`src/rtl/risc_p_report_pkg.sv`:
```
`default_nettype none
// +----------------------------------------------------------------------------+
// | risc_p_report_pkg                                                          |
// | Shared state encoding, framing constants and helpers for the halt report. |
// | Revision: 1.0                                                              |
// +----------------------------------------------------------------------------+
package risc_p_report_pkg;

  typedef enum logic [3:0] {
    ST_IDLE     = 4'd0,
    ST_DRAIN    = 4'd1,
    ST_HEADER   = 4'd2,
    ST_COUNTERS = 4'd3,
    ST_SIG_CNT  = 4'd4,
    ST_SIG_REQ  = 4'd5,
    ST_SIG_WAIT = 4'd6,
    ST_SIG_SEND = 4'd7,
    ST_TRAILER  = 4'd8,
    ST_DONE     = 4'd9
  } report_state_t;

  localparam logic [7:0] REPORT_MAGIC_HDR  = 8'hA5;
  localparam logic [7:0] REPORT_MAGIC_TRL  = 8'h5A;
  localparam int         REPORT_HDR_BYTES  = 6;
  localparam int         REPORT_CNT_BYTES  = 2;
  localparam int         REPORT_WORD_BYTES = 4;

  // Word count of [begin, end) after aligning both ends down, clamped to max_words.
  function automatic logic [31:0] sig_word_count(input logic [31:0] begin_addr,
                                                 input logic [31:0] end_addr,
                                                 input logic [31:0] max_words);
    logic [31:0] b_al;
    logic [31:0] e_al;
    logic [31:0] n;
    b_al = {begin_addr[31:2], 2'b00};
    e_al = {end_addr[31:2], 2'b00};
    n    = (e_al > b_al) ? ((e_al - b_al) >> 2) : 32'd0;
    if (n > max_words) n = max_words;
    return n;
  endfunction

endpackage
`default_nettype wire

```
`src/rtl/report_byte_serializer.sv`:
```
`default_nettype none
// +----------------------------------------------------------------------------+
// | report_byte_serializer                                                     |
// | Loads a word plus byte count and shifts it out LSB-first on a handshake.  |
// | Revision: 1.0                                                              |
// +----------------------------------------------------------------------------+
module report_byte_serializer #(
  parameter int W   = 64,
  parameter int NBW = $clog2(W/8 + 1)
) (
  input  logic           clk_i,
  input  logic           rst_n_i,
  input  logic           i_load,
  input  logic [W-1:0]   i_word,
  input  logic [NBW-1:0] i_nbytes,
  input  logic           i_ready,
  output logic           o_valid,
  output logic [7:0]     o_data,
  output logic           o_last,
  output logic           o_fire
);

  logic [W-1:0]   r_shift;
  logic [NBW-1:0] r_left;

  assign o_valid = (r_left != '0);
  assign o_data  = o_valid ? r_shift[7:0] : 8'h00;
  assign o_last  = (r_left == NBW'(1));
  assign o_fire  = o_valid & i_ready;

  always_ff @(posedge clk_i or negedge rst_n_i) begin
    if (!rst_n_i) begin
      r_shift <= '0;
      r_left  <= '0;
    end else if (i_load) begin
      r_shift <= i_word;
      r_left  <= i_nbytes;
    end else if (o_fire) begin
      r_shift <= {8'h00, r_shift[W-1:8]};
      r_left  <= r_left - NBW'(1);
    end
  end

endmodule
`default_nettype wire

```
`src/rtl/halt_report_engine.sv`:
```
`default_nettype none
// +----------------------------------------------------------------------------+
// | halt_report_engine                                                         |
// | After a drained CPU halt, streams status, counters and RAM signature.     |
// | Revision: 1.0                                                              |
// +----------------------------------------------------------------------------+
module halt_report_engine
  import risc_p_report_pkg::*;
#(
  parameter int NUM_COUNTERS  = 4,
  parameter int COUNTER_WIDTH = 64,
  parameter int DRAIN_CYCLES  = 4,
  parameter int MAX_SIG_WORDS = 4096
) (
  input  logic                                  clk_i,
  input  logic                                  rst_n_i,
  input  logic                                  halted_i,
  input  logic                                  looping_i,
  input  logic [31:0]                           trap_mcause_i,
  input  logic [NUM_COUNTERS*COUNTER_WIDTH-1:0] counters_i,
  input  logic [31:0]                           sig_begin_i,
  input  logic [31:0]                           sig_end_i,
  output logic                                  mem_rd_req_o,
  output logic [31:0]                           mem_rd_addr_o,
  input  logic                                  mem_rd_ack_i,
  input  logic [31:0]                           mem_rd_data_i,
  output logic [7:0]                            tx_data_o,
  output logic                                  tx_valid_o,
  input  logic                                  tx_ready_i,
  output logic                                  done_o,
  output logic                                  exit_code_o
);

  localparam int SER_W = (COUNTER_WIDTH > 48) ? COUNTER_WIDTH : 48;
  localparam int NBW   = $clog2(SER_W/8 + 1);
  localparam int CIDXW = (NUM_COUNTERS > 1) ? $clog2(NUM_COUNTERS) : 1;
  localparam int IDXW  = $clog2(MAX_SIG_WORDS + 1);
  localparam int CTRW  = NUM_COUNTERS * COUNTER_WIDTH;

  report_state_t          r_state;
  report_state_t          w_state_nxt;
  logic [7:0]             r_drain_cnt;
  logic                   r_exit;
  logic [31:0]            r_mcause;
  logic [CTRW-1:0]        r_counters;
  logic [31:0]            r_sig_base;
  logic [IDXW-1:0]        r_nwords;
  logic [IDXW-1:0]        r_idx;
  logic [CIDXW-1:0]       r_cidx;
  logic [31:0]            r_word;

  logic                   w_ser_load;
  logic [SER_W-1:0]       w_ser_word;
  logic [NBW-1:0]         w_ser_nbytes;
  logic                   w_ser_valid;
  logic [7:0]             w_ser_data;
  logic                   w_ser_last;
  logic                   w_ser_fire;

  logic                   w_snapshot;
  logic                   w_byte_done;
  logic                   w_last_ctr;
  logic                   w_last_word;
  logic                   w_mem_req;
  logic                   w_ack;
  logic [31:0]            w_nwords32;
  logic [COUNTER_WIDTH-1:0] w_cur_ctr;

  assign w_snapshot  = (r_state == ST_DRAIN) && halted_i && (r_drain_cnt == 8'd0);
  assign w_byte_done = w_ser_fire & w_ser_last;
  assign w_last_ctr  = (r_cidx == CIDXW'(NUM_COUNTERS - 1));
  assign w_last_word = ((r_idx + IDXW'(1)) == r_nwords);
  assign w_mem_req   = (r_state == ST_SIG_REQ) || (r_state == ST_SIG_WAIT);
  assign w_ack       = w_mem_req & mem_rd_ack_i;
  assign w_nwords32  = 32'(r_nwords);
  assign w_cur_ctr   = r_counters[int'(r_cidx)*COUNTER_WIDTH +: COUNTER_WIDTH];

  report_byte_serializer #(
    .W   (SER_W),
    .NBW (NBW)
  ) u_ser (
    .clk_i    (clk_i),
    .rst_n_i  (rst_n_i),
    .i_load   (w_ser_load),
    .i_word   (w_ser_word),
    .i_nbytes (w_ser_nbytes),
    .i_ready  (tx_ready_i),
    .o_valid  (w_ser_valid),
    .o_data   (w_ser_data),
    .o_last   (w_ser_last),
    .o_fire   (w_ser_fire)
  );

  always_ff @(posedge clk_i or negedge rst_n_i) begin
    if (!rst_n_i) begin
      r_state <= ST_IDLE;
    end else begin
      r_state <= w_state_nxt;
    end
  end

  // Emitting states load the serializer whenever it is empty and leave on its last byte.
  always_comb begin
    w_state_nxt  = r_state;
    w_ser_load   = 1'b0;
    w_ser_word   = '0;
    w_ser_nbytes = '0;
    case (r_state)
      ST_IDLE: begin
        if (halted_i) w_state_nxt = ST_DRAIN;
      end
      ST_DRAIN: begin
        if (!halted_i)                 w_state_nxt = ST_IDLE;
        else if (r_drain_cnt == 8'd0)  w_state_nxt = ST_HEADER;
      end
      ST_HEADER: begin
        w_ser_load   = !w_ser_valid;
        w_ser_word   = SER_W'({r_mcause, 7'b0, r_exit, REPORT_MAGIC_HDR});
        w_ser_nbytes = NBW'(REPORT_HDR_BYTES);
        if (w_byte_done) w_state_nxt = ST_COUNTERS;
      end
      ST_COUNTERS: begin
        w_ser_load   = !w_ser_valid;
        w_ser_word   = SER_W'(w_cur_ctr);
        w_ser_nbytes = NBW'(COUNTER_WIDTH / 8);
        if (w_byte_done && w_last_ctr) w_state_nxt = ST_SIG_CNT;
      end
      ST_SIG_CNT: begin
        w_ser_load   = !w_ser_valid;
        w_ser_word   = SER_W'(w_nwords32[15:0]);
        w_ser_nbytes = NBW'(REPORT_CNT_BYTES);
        if (w_byte_done) w_state_nxt = (r_nwords == '0) ? ST_TRAILER : ST_SIG_REQ;
      end
      ST_SIG_REQ: begin
        w_state_nxt = mem_rd_ack_i ? ST_SIG_SEND : ST_SIG_WAIT;
      end
      ST_SIG_WAIT: begin
        if (mem_rd_ack_i) w_state_nxt = ST_SIG_SEND;
      end
      ST_SIG_SEND: begin
        w_ser_load   = !w_ser_valid;
        w_ser_word   = SER_W'(r_word);
        w_ser_nbytes = NBW'(REPORT_WORD_BYTES);
        if (w_byte_done) w_state_nxt = w_last_word ? ST_TRAILER : ST_SIG_REQ;
      end
      ST_TRAILER: begin
        w_ser_load   = !w_ser_valid;
        w_ser_word   = SER_W'(REPORT_MAGIC_TRL);
        w_ser_nbytes = NBW'(1);
        if (w_byte_done) w_state_nxt = ST_DONE;
      end
      ST_DONE: begin
        w_state_nxt = ST_DONE;
      end
      default: begin
        w_state_nxt = ST_IDLE;
      end
    endcase
  end

  always_ff @(posedge clk_i or negedge rst_n_i) begin
    if (!rst_n_i) begin
      r_drain_cnt <= 8'd0;
      r_exit      <= 1'b0;
      r_mcause    <= '0;
      r_counters  <= '0;
      r_sig_base  <= '0;
      r_nwords    <= '0;
      r_idx       <= '0;
      r_cidx      <= '0;
      r_word      <= '0;
    end else begin
      if ((r_state == ST_IDLE) && halted_i) begin
        r_drain_cnt <= 8'(DRAIN_CYCLES - 1);
      end else if ((r_state == ST_DRAIN) && (r_drain_cnt != 8'd0)) begin
        r_drain_cnt <= r_drain_cnt - 8'd1;
      end
      if (w_snapshot) begin
        r_exit     <= ~looping_i;
        r_mcause   <= trap_mcause_i;
        r_counters <= counters_i;
        r_sig_base <= {sig_begin_i[31:2], 2'b00};
        r_nwords   <= IDXW'(sig_word_count(sig_begin_i, sig_end_i, 32'(MAX_SIG_WORDS)));
        r_idx      <= '0;
        r_cidx     <= '0;
      end
      if ((r_state == ST_COUNTERS) && w_byte_done && !w_last_ctr) begin
        r_cidx <= r_cidx + CIDXW'(1);
      end
      if (w_ack) begin
        r_word <= mem_rd_data_i;
      end
      if ((r_state == ST_SIG_SEND) && w_byte_done) begin
        r_idx <= r_idx + IDXW'(1);
      end
    end
  end

  assign mem_rd_req_o  = w_mem_req;
  assign mem_rd_addr_o = w_mem_req ? (r_sig_base + (32'(r_idx) << 2)) : 32'd0;
  assign tx_data_o     = w_ser_data;
  assign tx_valid_o    = w_ser_valid;
  assign done_o        = (r_state == ST_DONE);
  assign exit_code_o   = r_exit;

endmodule
`default_nettype wire

```
`config.mk`:
```
export PLATFORM = sky130hd
export DESIGN_NAME = halt_report_engine
export DESIGN_NICKNAME = d
export VERILOG_FILES = /design/src/rtl/risc_p_report_pkg.sv /design/src/rtl/report_byte_serializer.sv /design/src/rtl/halt_report_engine.sv
export SDC_FILE = /design/constraint.sdc
export NUM_CORES = 1
export LEC_CHECK = 0
export CORE_UTILIZATION = 60
export DETAILED_ROUTE_END_ITERATION = 8
export DONT_BUFFER_PORTS = 1
export PLACE_DENSITY = 0.84
export SYNTH_ARGS = -nofsm -noshare
export SYNTH_HDL_FRONTEND = slang
export SYNTH_HIERARCHICAL = 1
export SYNTH_SLANG_ARGS = --single-unit
```
`constraint.sdc`:
```
create_clock -name clk_i -period 6.15 [get_ports clk_i]
set_clock_uncertainty 0.15 [all_clocks]
set_input_delay 1.23 -clock clk_i [delete_from_list [all_inputs] [get_ports clk_i]]
set_output_delay 1.23 -clock clk_i [all_outputs]
set_load 0.005 [all_outputs]
```
==> results.json <==
{
  "outcome": "complete, but fails checks",
  "violations": "slew limit",
  "numPortBuffers": 0,
  "dp_hpwl_mm": 43.3,
  "finalHoldViolations": 0,
  "syn_to_final_growth_pct": 7.20,
  "clock_latency_ns": 0.59,
  "cts_tree": "built",
  "max_slew_margin_pct": -8.71,
  "finalCritPeriodShare_pct": 87.4,
  "antenna_left": 0,
  "grt_setup_unrepaired": "no",
  "synth-main-ff-cell": "dfrtp_1",
  "wl_per_cell_um": 24.8,
  "ctsHoldBuffers": 0,
  "cts_buffer_depth": 3,
  "yosys_register_bits": 459,
  "die_h_um": 202,
  "leakage_nw": 11.9,
  "power_frac_seq_pct": 44.5,
  "final_max_slew_viol_count": 129,
  "crit_path_end": "mem_rd_addr_o[24]",
  "core_sq_um": 39000,
  "synth_top_area_share_pct": 48.0,
  "use_met3_pct": 7.30,
  "ys_types": 75,
  "p_per_area_nw_per_um2": 472,
  "yosys-top-cells-area": "dfrtp_1 (48%), mux2_2 (15%), mux4_2 (6.0%)",
  "fin_hold_ws_ns": 0.204,
  "r2r-start": "r_drain_cnt[4]$_DFFE_PN0P_",
  "synth_simple_gate_area_share_pct": 8.13,
  "pwr-share-clk_pct": 23.5,
  "end_kind": "primary output",
  "synth_edf_count": 0,
  "globalRouteOverflowTotal": 0,
  "vias": 17000,
  "irDropWorstVdd_v": 0.000348,
  "boundaryPins": 434,
  "setup_tns_ns": 0,
  "fin_crit_ns": 5.38,
  "syn_area_sq_um": 23900,
  "power.internal_mw": 8.05,
  "dr.first_iter.drc_count": 1637,
  "holdCritPathClass": "in -> async",
  "max_freq_mhz": 186,
  "cts_setup_buffers": 0,
  "synth-xor-area-share_pct": 2.05,
  "grtUsageMet2_pct": 51.3,
  "cp-start-kind": "register",
  "synth_top_cell_by_area": "dfrtp_1",
  "worstPathRequired_ns": 4.77,
  "gp_congestion": 0.951,
  "switching_share_pct": 33.5,
  "ys_async_sr_fraction_pct": 100,
  "p_comb_share_pct": 32.0,
  "via_per_inst": 6.66,
  "grt_max_degree": 460,
  "finalNonFillerCells": 2551,
  "cts.sinks": 459,
  "synth_compound_area_share_pct": 13.9,
  "multi_input_comb_area_sq_um": 11600,
  "firstDrtPassIters": 8,
  "yosysMostFrequentCell": "dfrtp_1",
  "worst-path-max-fanout": 16,
  "drt-total-wl_mm": 63.4,
  "setup_viol": 0,
  "reg2reg_depth": 8,
  "drive_above_1_share_pct": 24.2,
  "yosysSeqAreaShare_pct": 48.0,
  "syn_avg_cell_area_sq_um": 11.5,
  "drc": 0,
  "final_util_pct": 65.8,
  "grt.busiest_layer": "met2",
  "ctsResizeCount": 0,
  "path_clk_slew_ns": 0.06,
  "tightest_slew_ns": 1.63,
  "start_util_pct": 61.3,
  "fill_cells": 2843,
  "p_sw_mw": 4.05,
  "seqCellArea_sq_um": 11500,
  "first_global_vias": 17200,
  "ctsRootBufferMaster": "clkbuf_16",
  "synth_common_cells": "dfrtp_1 (459), mux2_2 (323), o21ai_0 (158), nand2_1 (121), clkbuf_1 (110)",
  "synth_top_family_by_area": "multiplexers",
  "synth_warnings": 6,
  "synth_cells": 2075,
  "antenna_found_initial": 9,
  "startpoint": "r_idx[0]$_DFFE_PN0P_",
  "critPathKind": "reg -> out",
  "die_area_sq_um": 40700,
  "grt_pass1_wl_mm": 98.7,
  "r2r-end": "r_nwords[10]$_DFFE_PN0P_",
  "arrival_ns": 4.00,
  "cts_made_buffers": 48,
  "grt_usage_pct": 31.2,
  "nets": 2434,
  "htreeDepth": 2,
  "die_w_um": 202,
  "place_inst": 2461,
  "grtUsageMet1_pct": 40.2,
  "synthMuxAreaShare_pct": 21.3,
  "reg2reg_slack_ns": 2.40,
  "maxCapViolCount": 0,
  "post_synth_fa_ha_maj_area_fraction_pct": 2.73,
  "placementRows": 72
}
[final cells by class]
class	instances	area share (%)
multi-input cells	1388	45.1
flip-flops and latches	459	44.8
clock buffers	72	5.43
well taps	518	2.53
inverters	85	1.24
clock inverters	11	0.498
repair buffers	11	0.371
diodes	7	0.0683
[worst min path at each step]
stage,from,to
CTS,rst_n_i,r_sig_base[18]$_DFFE_PN0P_
floorplan,r_sig_base[10]$_DFFE_PN0P_,r_sig_base[10]$_DFFE_PN0P_
global placement,r_sig_base[12]$_DFFE_PN0P_,r_sig_base[12]$_DFFE_PN0P_
finish,rst_n_i,r_sig_base[18]$_DFFE_PN0P_
global route,rst_n_i,r_sig_base[27]$_DFFE_PN0P_
detailed placement,r_sig_base[8]$_DFFE_PN0P_,r_sig_base[8]$_DFFE_PN0P_
[stage by stage]
stage               area [sq um]  setup slack, ns  total power, mW
floorplan                  23900             1.60             8.09
global placement           24100             1.09             8.90
detailed placement         24100             1.03             9.19
CTS                        25600            0.811             12.1
global route               25700            0.529             12.7
finish                     25700            0.773             12.1
[power groups by stage]
stage | sequential [mW] | clock, mW | combinational [mW]
after floorplan | 4.88 | 0 | 3.21
after global placement | 5.23 | 0 | 3.67
after detailed placement | 5.37 | 0 | 3.81
after CTS | 5.36 | 2.89 | 3.86
after global routing | 5.53 | 3.01 | 4.19
final | 5.38 | 2.85 | 3.87
[per-layer routing]
metal / up-vias / wire, um
met3: 132 / 4770
met2: 761 / 31300
met1: 8584 / 25100
li1: 7520 / -
met4: 0 / 2180
met5: - / 0
[flip-flops by register name, summed over array words and instances (netlist names)]
register / count
r_state: 4
u_ser/r_shift: 64
exit_code_o: 1
r_drain_cnt: 8
r_cidx: 2
r_idx: 13
r_mcause: 32
r_counters: 256
u_ser/r_left: 4
r_nwords: 13
r_word: 32
r_sig_base: 30
[placed cells by master, fill, tap and decap left out, types with 14 or more instances in the layout]
master / count
dfrtp_1: 457
mux2_2: 323
o21ai_0: 158
nand2_1: 120
inv_1: 81
nor2_1: 75
mux4_2: 64
a31oi_1: 63
a2bb2oi_1: 56
a21oi_1: 52
clkbuf_16: 50
ha_1: 49
xnor2_1: 34
nor3_1: 33
and2_1: 32
nand3_1: 31
a22o_1: 31
xor2_1: 22
a222oi_1: 21
or3_1: 19
nand4_1: 16
clkbuf_1: 16
nand2b_1: 14
[logic make-up after synthesis]
logic type,Yosys count
xor gates and xnor gates,56
AOI/OAI and AO/OA,495
DFF,459
buffers and inverters,229
adders and majority gates,51
muxes,390
other,1
and+or+nand+nor,394
[critical path, cell delays in order, from the launching register on]
cell	delay [ns]
dfrtp_1	0.43
ha_1	0.20
inv_1	0.06
fa_1	0.38
nor2b_1	0.17
o21ai_0	0.13
a21boi_0	0.28
o21ai_0	0.19
a211oi_1	0.38
nor3_1	0.14
o31a_1	0.44
or3_1	0.39
a21oi_1	0.21
Power figures use the tool's default switching activity.
